==> src/rtl/pipe_ctrl_if.sv <==
// Bundle of stall requests, exception inputs and pipeline-control outputs.
// The slave modport is the controller side; the master modport is the pipeline side.
interface pipe_ctrl_if #(
    parameter int CNT_W = 32
);
    logic             stallreq_from_id;
    logic             stallreq_from_ex;
    logic             stallreq_from_mem;
    logic [31:0]      excepttype_i;
    logic [31:0]      cp0_epc_i;
    logic             perf_clr;
    logic [5:0]       stall;
    logic             flush;
    logic [31:0]      new_pc;
    logic [CNT_W-1:0] stall_cnt;
    logic             stall_timeout;

    modport master (
        output stallreq_from_id, stallreq_from_ex, stallreq_from_mem,
        output excepttype_i, cp0_epc_i, perf_clr,
        input  stall, flush, new_pc, stall_cnt, stall_timeout
    );

    modport slave (
        input  stallreq_from_id, stallreq_from_ex, stallreq_from_mem,
        input  excepttype_i, cp0_epc_i, perf_clr,
        output stall, flush, new_pc, stall_cnt, stall_timeout
    );
endinterface

==> src/rtl/pipe_ctrl.sv <==
// Pipeline control for a 6-stage MIPS pipeline: stall merge, exception
// freeze-then-flush sequencing, stall performance counter and watchdog.
module pipe_ctrl #(
    parameter logic [31:0] EXC_VECTOR = 32'h0000_0020,
    parameter int          CNT_W      = 32,
    parameter int          MAX_STALL  = 1024
) (
    input  logic        clk,
    input  logic        rst,
    pipe_ctrl_if.slave  bus
);
    localparam logic [31:0]      ERET_CODE = 32'h0000_000e;
    localparam int               RUN_W     = $clog2(MAX_STALL + 1);
    localparam logic [RUN_W-1:0] RUN_MAX   = RUN_W'(MAX_STALL);
    localparam logic [CNT_W-1:0] CNT_MAX   = {CNT_W{1'b1}};

    // The exception-detect (EXC) cycle is RUN with a nonzero code; it is
    // never held in a register, so only RUN and FLUSH are encoded.
    typedef enum logic {S_RUN, S_FLUSH} state_e;

    state_e           state_q, state_d;
    logic             flush_q, flush_d;
    logic [31:0]      new_pc_q, new_pc_d;
    logic [CNT_W-1:0] cnt_q, cnt_d;
    logic [RUN_W-1:0] run_q, run_d;
    logic             to_q, to_d;
    logic [5:0]       stall_c;

    always_comb begin
        state_d  = state_q;
        flush_d  = 1'b0;
        new_pc_d = new_pc_q;
        stall_c  = 6'b000000;
        unique case (state_q)
            S_RUN: begin
                if (bus.excepttype_i != 32'd0) begin
                    stall_c  = 6'b011111;
                    new_pc_d = (bus.excepttype_i == ERET_CODE) ? bus.cp0_epc_i : EXC_VECTOR;
                    flush_d  = 1'b1;
                    state_d  = S_FLUSH;
                end else if (bus.stallreq_from_mem) begin
                    stall_c = 6'b011111;
                end else if (bus.stallreq_from_ex) begin
                    stall_c = 6'b001111;
                end else if (bus.stallreq_from_id) begin
                    stall_c = 6'b000111;
                end
            end
            S_FLUSH: state_d = S_RUN;
            default: state_d = S_RUN;
        endcase
        if (rst) stall_c = 6'b000000;
    end

    always_comb begin
        cnt_d = cnt_q;
        if (bus.perf_clr)                        cnt_d = '0;
        else if (stall_c[2] && cnt_q != CNT_MAX) cnt_d = cnt_q + 1'b1;

        run_d = '0;
        if (stall_c[2]) run_d = (run_q == RUN_MAX) ? RUN_MAX : run_q + 1'b1;
        to_d = to_q | (run_d == RUN_MAX);
    end

    always_ff @(posedge clk or posedge rst) begin
        if (rst) begin
            state_q  <= S_RUN;
            flush_q  <= 1'b0;
            new_pc_q <= 32'd0;
            cnt_q    <= '0;
            run_q    <= '0;
            to_q     <= 1'b0;
        end else begin
            state_q  <= state_d;
            flush_q  <= flush_d;
            new_pc_q <= new_pc_d;
            cnt_q    <= cnt_d;
            run_q    <= run_d;
            to_q     <= to_d;
        end
    end

    assign bus.stall         = stall_c;
    assign bus.flush         = flush_q;
    assign bus.new_pc        = new_pc_q;
    assign bus.stall_cnt     = cnt_q;
    assign bus.stall_timeout = to_q;
endmodule

==> src/flat_wrapper.sv <==
// flat-port wrapper written by rule: the top's interface ports become plain ports
module pipe_ctrl_flat 
#(
    parameter logic [31:0] EXC_VECTOR = 32'h0000_0020,
    parameter int          CNT_W      = 32,
    parameter int          MAX_STALL  = 1024
)
  (clk, rst, bus_stallreq_from_id, bus_stallreq_from_ex, bus_stallreq_from_mem, bus_excepttype_i, bus_cp0_epc_i, bus_perf_clr, bus_stall, bus_flush, bus_new_pc, bus_stall_cnt, bus_stall_timeout);
  pipe_ctrl_if #(.CNT_W(CNT_W)) bus_i ();
  input  logic clk;
  input  logic rst;
  input wire logic [$bits(bus_i.stallreq_from_id)-1:0] bus_stallreq_from_id;
  input wire logic [$bits(bus_i.stallreq_from_ex)-1:0] bus_stallreq_from_ex;
  input wire logic [$bits(bus_i.stallreq_from_mem)-1:0] bus_stallreq_from_mem;
  input wire logic [$bits(bus_i.excepttype_i)-1:0] bus_excepttype_i;
  input wire logic [$bits(bus_i.cp0_epc_i)-1:0] bus_cp0_epc_i;
  input wire logic [$bits(bus_i.perf_clr)-1:0] bus_perf_clr;
  output wire logic [$bits(bus_i.stall)-1:0] bus_stall;
  output wire logic [$bits(bus_i.flush)-1:0] bus_flush;
  output wire logic [$bits(bus_i.new_pc)-1:0] bus_new_pc;
  output wire logic [$bits(bus_i.stall_cnt)-1:0] bus_stall_cnt;
  output wire logic [$bits(bus_i.stall_timeout)-1:0] bus_stall_timeout;
  assign bus_i.stallreq_from_id = bus_stallreq_from_id;
  assign bus_i.stallreq_from_ex = bus_stallreq_from_ex;
  assign bus_i.stallreq_from_mem = bus_stallreq_from_mem;
  assign bus_i.excepttype_i = bus_excepttype_i;
  assign bus_i.cp0_epc_i = bus_cp0_epc_i;
  assign bus_i.perf_clr = bus_perf_clr;
  assign bus_stall = bus_i.stall;
  assign bus_flush = bus_i.flush;
  assign bus_new_pc = bus_i.new_pc;
  assign bus_stall_cnt = bus_i.stall_cnt;
  assign bus_stall_timeout = bus_i.stall_timeout;
  pipe_ctrl #(.EXC_VECTOR(EXC_VECTOR), .CNT_W(CNT_W), .MAX_STALL(MAX_STALL)) u_core (.clk(clk), .rst(rst), .bus(bus_i));
endmodule
==> config.mk <==
export PLATFORM = sky130hd
export DESIGN_NAME = pipe_ctrl_flat
export DESIGN_NICKNAME = d
export VERILOG_FILES = /design/src/rtl/pipe_ctrl_if.sv /design/src/rtl/pipe_ctrl.sv /design/src/flat_wrapper.sv
export SDC_FILE = /design/constraint.sdc
export NUM_CORES = 1
export LEC_CHECK = 0
export CAP_MARGIN = 20
export CORE_UTILIZATION = 45
export DETAILED_ROUTE_END_ITERATION = 6
export PLACE_DENSITY = 0.82
export REMOVE_ABC_BUFFERS = 1
export SETUP_SLACK_MARGIN = 0.4
export SYNTH_ARGS = -nofsm -noshare
export SYNTH_HDL_FRONTEND = slang
export SYNTH_SLANG_ARGS = --single-unit
export TNS_END_PERCENT = 5
==> constraint.sdc <==
create_clock -name clk -period 3.1 [get_ports clk]
set_input_delay 0.31 -clock clk [delete_from_list [all_inputs] [get_ports clk]]
set_output_delay 0.31 -clock clk [all_outputs]
set_load 0.03 [all_outputs]
---- After elaboration in Yosys (flattened, before gate mapping) ----
Cells that the tools add are included.
storage, ports and cells
  register bits ........................... 78
  bits of input ports ..................... 70
  output and inout bits ................... 72
  word-level logic and storage cells ...... 32
cells by class
  $add $sub $neg .......................... 2
  eq/ne operators ......................... 4
  multiplexer cells ....................... 14
  bitwise operators ....................... 2
  reductions and logical operators ........ 4
operator list
  operator                 count
  $mux W32                 3
  $add A32 B1 Y32 const B  1
  $eq A32 B4 Y1 const B    1
  $ne A32 B32 Y1 const B   1
  $reduce_bool A32 Y1      1
  $mux W6                  5
  $eq A11 B11 Y1 const B   2
  $mux W11                 2
  $add A11 B1 Y11 const B  1
  $mux W3                  1
  $mux W1                  2
  $pmux W1 S2              1
  $reduce_and A2 Y1        1
  $reduce_bool A2 Y1       1
  $logic_and A1 B1 Y1      1
  $not A1 Y1               1
  $or A1 B1 Y1             1

---- Logic depth before layout (Yosys ltp) ----
  depth after elaboration ................. 9
  mapped depth ............................ 8
  mapped depth without buffers ............ 7

---- Worst setup path after synthesis ----
Ideal clock, no wire load.
  path kind ............................... reg-to-output
  start point ............................. register, netlist name u_core.bus.flush
  end point ............................... output port bus_stall[1]
  arrival time ............................ 1985 ps
  required time ........................... 2790 ps
  setup slack ............................. 805 ps
  cell stages (with the launch flop) ...... 8
  path buffers ............................ 4
  path through ............................ dfrtp_1 > or2_1 > clkbuf_1 > clkbuf_1 > or2_2 > clkbuf_1 > inv_1 > buf_4
RTL lines
  item       RTL line            RTL
  to (decl)  flat_wrapper.sv:18  output wire logic [$bits(bus_i.stall)-1:0] bus_stall;

---- Worst setup path in the final report ----
  start point ............................. input port bus_excepttype_i[5]
  end point ............................... output port bus_stall[1]
on the way
  cells in the longest elaborated chain, start to end .. 4
RTL lines
  item                 RTL line            RTL
  from (decl)          flat_wrapper.sv:15  input wire logic [$bits(bus_i.excepttype_i)-1:0] bus_excepttype_i;
  $reduce_bool A32 Y1  pipe_ctrl.sv:36     if (bus.excepttype_i != 32'd0) begin
  $mux W6              pipe_ctrl.sv:36
  $mux W6              pipe_ctrl.sv:34     unique case (state_q)
  $mux W6              pipe_ctrl.sv:52     if (rst) stall_c = 6'b000000;
Every way passes these cells.

==> reports/qor.log <==
INFO  route          wl_per_cell=15.92um
INFO  clock_network  cts_hold_buf=0
INFO  setup_path     data_arrival_time_of_the_critical_path=2.40ns
INFO  logic_synthesis yosysTopAreaCellShare=50.28%
INFO  logic_synthesis synth-async-reset-ratio=100.0%
INFO  logic_synthesis yosysMostFrequentCell=sky130_fd_sc_hd__dfrtp_1
INFO  logic_synthesis yosysUniqueCellTypes=51
INFO  power_and_ir_drop power.ir.vdd_worst=0.0002199V
INFO  setup_path     timing.critical_path.fanout_max=6
INFO  clock_network  numClockSinks=77
INFO  status         status=completed
INFO  timing         slew_headroom=47.50%
INFO  final_layout   num_antenna_cells=0
INFO  setup_path     critical_path.n_buffers_inverters=3
INFO  logic_synthesis post_synth_inst_count=371
INFO  route          num_vias=3360
INFO  floorplanning  design.die.area=0.008890mm2
INFO  setup_path     worst_path_cell_trace=clkdlybuf4s50_1 -> nor4_1 -> nand4_1 -> nor3_2 -> or2_2 -> inv_1 -> clkdlybuf4s50_1
INFO  clock_network  cts_tree=done
INFO  final_layout   area_growth=44.60%
INFO  route          detail_route.wirelength=9820um
INFO  grt            grtUsageMet3=6.311%
INFO  setup_path     worst_ep_required_time=2.79ns
INFO  setup_path     setup.worst_path.start_class=input pin
INFO  power_and_ir_drop p_per_area=349.1mW/mm2
INFO  grt            grt_max_degree=45
INFO  logic_synthesis fraction_of_the_yosys_area_taken_by_sequential_cells=50.28%
INFO  timing         postLayoutSetupSlackWorst=0.3918ns
INFO  placed_design  placedInstanceArea=0.005339mm2
INFO  placed_design  dp_cells=601
INFO  logic_synthesis ys_seq_elements=77
INFO  floorplanning  die_y=94.29um
INFO  grt            groute.layer.met1.usage=30.27%
INFO  route          post-route-drc-count=0
INFO  route          route.antenna.remaining_nets=0
INFO  grt            grt.met2_usage=38.10%
INFO  clock_network  clk_latency=0.34ns
INFO  floorplanning  core_region_area=0.008217mm2
INFO  setup_path     worst_setup_path_end_kind=primary output
INFO  run            drv.max_cap_violation_count=0
INFO  timing         setup-violations-final=0
INFO  setup_path     timing.critical_path.mode_cell=sky130_fd_sc_hd__clkdlybuf4s50_1
INFO  floorplanning  floorplan.initialDensity=46.64%
INFO  timing         period_share=87.36%
INFO  grt            first_global_vias=3369
INFO  floorplanning  die_w=94.29um
INFO  clock_network  clkSlewWorstSetupHoldPaths=0.08ns
INFO  timing         worst_max_slew_pin_slew=0.7815ns
INFO  final_layout   drive_gt1_share=8.398%
INFO  timing         timing_hold_violations_final=0
INFO  logic_synthesis synth_top_cells_by_area=sky130_fd_sc_hd__dfrtp_1, sky130_fd_sc_hd__a22o_1, sky130_fd_sc_hd__nor2_1
INFO  logic_synthesis synth.yosys.warnings=0
INFO  clock_network  clockRootBuffer=sky130_fd_sc_hd__clkbuf_8
INFO  grt            grt_util_overall=23.56%
INFO  placed_design  finalWeightedCongestion=0.7993
INFO  clock_network  ctsLongestPathBuffers=2
INFO  setup_path     critical_path.top_delay_family=buffers and inverters
INFO  logic_synthesis synth_area_per_cell=10.33um2
INFO  clock_network  cts_inserted_buffers=9
INFO  power_and_ir_drop cellLeakagePower=0.002364uW
INFO  logic_synthesis mappedNetlistArea=0.003832mm2
INFO  timing         setup-tns-final=0ns
INFO  final_layout   instances_no_fill=617
INFO  route          drtIter0Drc=118
INFO  floorplanning  floorplan.rows=33
INFO  placed_design  pre_cts_slack=0.4048ns
INFO  grt            antenna_found_initial=0
INFO  timing         largest_clock_skew_in_the_final_design=0.009957ns
INFO  grt            grt_overflow_total=0
INFO  setup_path     critPathSlowestCell=sky130_fd_sc_hd__clkdlybuf4s50_1
INFO  route          drt_first_pass_iters=4
INFO  grt            top_usage_layer=met2
INFO  clock_network  count_of_buffers_added_by_post_cts_timing_repair_for_setup=0
INFO  logic_synthesis synth_top_flop_cell=sky130_fd_sc_hd__dfrtp_1
INFO  final_layout   final_net_count=580
INFO  logic_synthesis synth.top_cells.by_count=sky130_fd_sc_hd__dfrtp_1, sky130_fd_sc_hd__nor2_1, sky130_fd_sc_hd__a22o_1, sky130_fd_sc_hd__nand3_1, sky130_fd_sc_hd__clkbuf_1
INFO  placed_design  io_buffers=140
INFO  timing         grt_setup_unrepaired=true
INFO  timing         max_freq=369.2MHz
INFO  timing         slew_viols_final=0
INFO  worst_hold_path worst_min_path_class=in2async
INFO  placed_design  hpwl=7171um
INFO  setup_path     cpPeakStageDelay=0.59ns
INFO  final_layout   nFillCells=632
INFO  setup_path     crit_type=in2out
INFO  clock_network  htree_num_levels=3
INFO  route          avgViaCountPerCell=5.446
INFO  floorplanning  io_pins=142
INFO  final_layout   final_design_area_no_fill=0.005542mm2
INFO  logic_synthesis synth_largest_area_cell=sky130_fd_sc_hd__dfrtp_1
INFO  timing         final_period_minus_worst_setup_slack=2.708ns
INFO  grt            grt_first_pass_wirelength=16150um
INFO  logic_synthesis synth-edff-count=0
[final cells by class]
| type | instances | area (um2) | share of cell area, % |
|---|---|---|---|
| multi-input cells | 259 | 1765 | 31.86 |
| well taps | 105 | 131.4 | 2.371 |
| clock buffers | 10 | 137.6 | 2.484 |
| inverters | 13 | 48.80 | 0.8806 |
| flip-flops and latches | 77 | 1927 | 34.77 |
| repair buffers | 147 | 1469 | 26.51 |
| clock inverters | 6 | 62.56 | 1.129 |
[flip-flops by register name (all words and copies together), names as in the netlist]
name and cells:
u_core.run_q 11, u_core.bus.stall_timeout 1, u_core.bus.new_pc 32, u_core.bus.stall_cnt 32, u_core.bus.flush 1
[worst paths after layout]
check	startpoint	end	slack [ns]	depth (start not counted)
max	bus_excepttype_i[5]	bus_stall[1]	0.39	7
min	rst	u_core.bus.new_pc[29]	0.41	2
max reg2reg	u_core.bus.stall_cnt[0]	u_core.bus.stall_cnt[8]	0.73	7
min reg2reg	u_core.bus.stall_timeout	u_core.bus.stall_timeout	0.48	1
max in group asynchronous	rst	u_core.run_q[4]	2.02	3
min in group clk	u_core.bus.stall_timeout	u_core.bus.stall_timeout	0.48	1
[where the power goes]
| group | total (uW) | switching, uW | internal (uW) |
|---|---|---|---|
| Sequential | 1010 | 1.29 | 1000 |
| Combinational | 162 | 67.5 | 94.6 |
| Clock | 767 | 376 | 391 |
| Total | 1930 | 445 | 1490 |
[what timing repair did]
action                                  4_1_cts  5_1_grt
hold endpoints to repair                      0        0
gates resized for setup                       0        1
endpoints found under the setup margin        0        5
[per-layer routing]
layer	wire [um]	part of all wire (%)
met3	646	6.6
met4	169	1.7
met1	4216	43
met5	0	0
met2	4787	49
[per-stage QoR]
stage          power (uW)  util [%]  hold slack (ns)
4_1_cts              1950     67.41           0.4228
3_3_place_gp         1186     64.98           0.4603
3_5_place_dp         1190     64.98           0.4604
2_1_floorplan        1069         -           0.3731
6_report             1935     67.44           0.4052
5_1_grt              2011     67.44           0.4773
[cells by family after synthesis]
logic type / share of synthesized area (%)
AOI/OAI and AO/OA: 11.98
xor gates and xnor gates: 4.799
adders and majority gates: 0.9795
buffers and inverters: 3.787
DFF: 50.28
muxes: 3.297
other: 0.09785
and+or+nand+nor: 24.78
[worst reg2reg max path, cell delays in order (launching register included)]
cell	delay (ns)
sky130_fd_sc_hd__dfrtp_1	0.43
sky130_fd_sc_hd__ha_1	0.31
sky130_fd_sc_hd__nand4_1	0.16
sky130_fd_sc_hd__nor4_2	0.07
sky130_fd_sc_hd__nor3b_2	0.18
sky130_fd_sc_hd__or3_1	0.47
sky130_fd_sc_hd__or4_1	0.51
sky130_fd_sc_hd__a21oi_1	0.16
[placed cells by master (no fill, tap or decap), drive strengths merged, types with 3 or more instances in the layout]
cell type	instances
and3	9
clkinvlp	3
clkbuf	10
xnor2	15
or3	3
and2	3
clkdlybuf4s50	139
nand2b	4
inv	13
nor4b	3
nor4	14
nor2	47
nand3	19
nand4	12
a21o	3
nand2	13
o31ai	3
mux2	10
o21ai	4
a22o	31
ha	3
a21oi	10
dfrtp	77
and4	4
nor2b	10
xor2	6
or4	3
a41o	3
buf	7
nor3	13
Power figures use the tool's default switching activity.
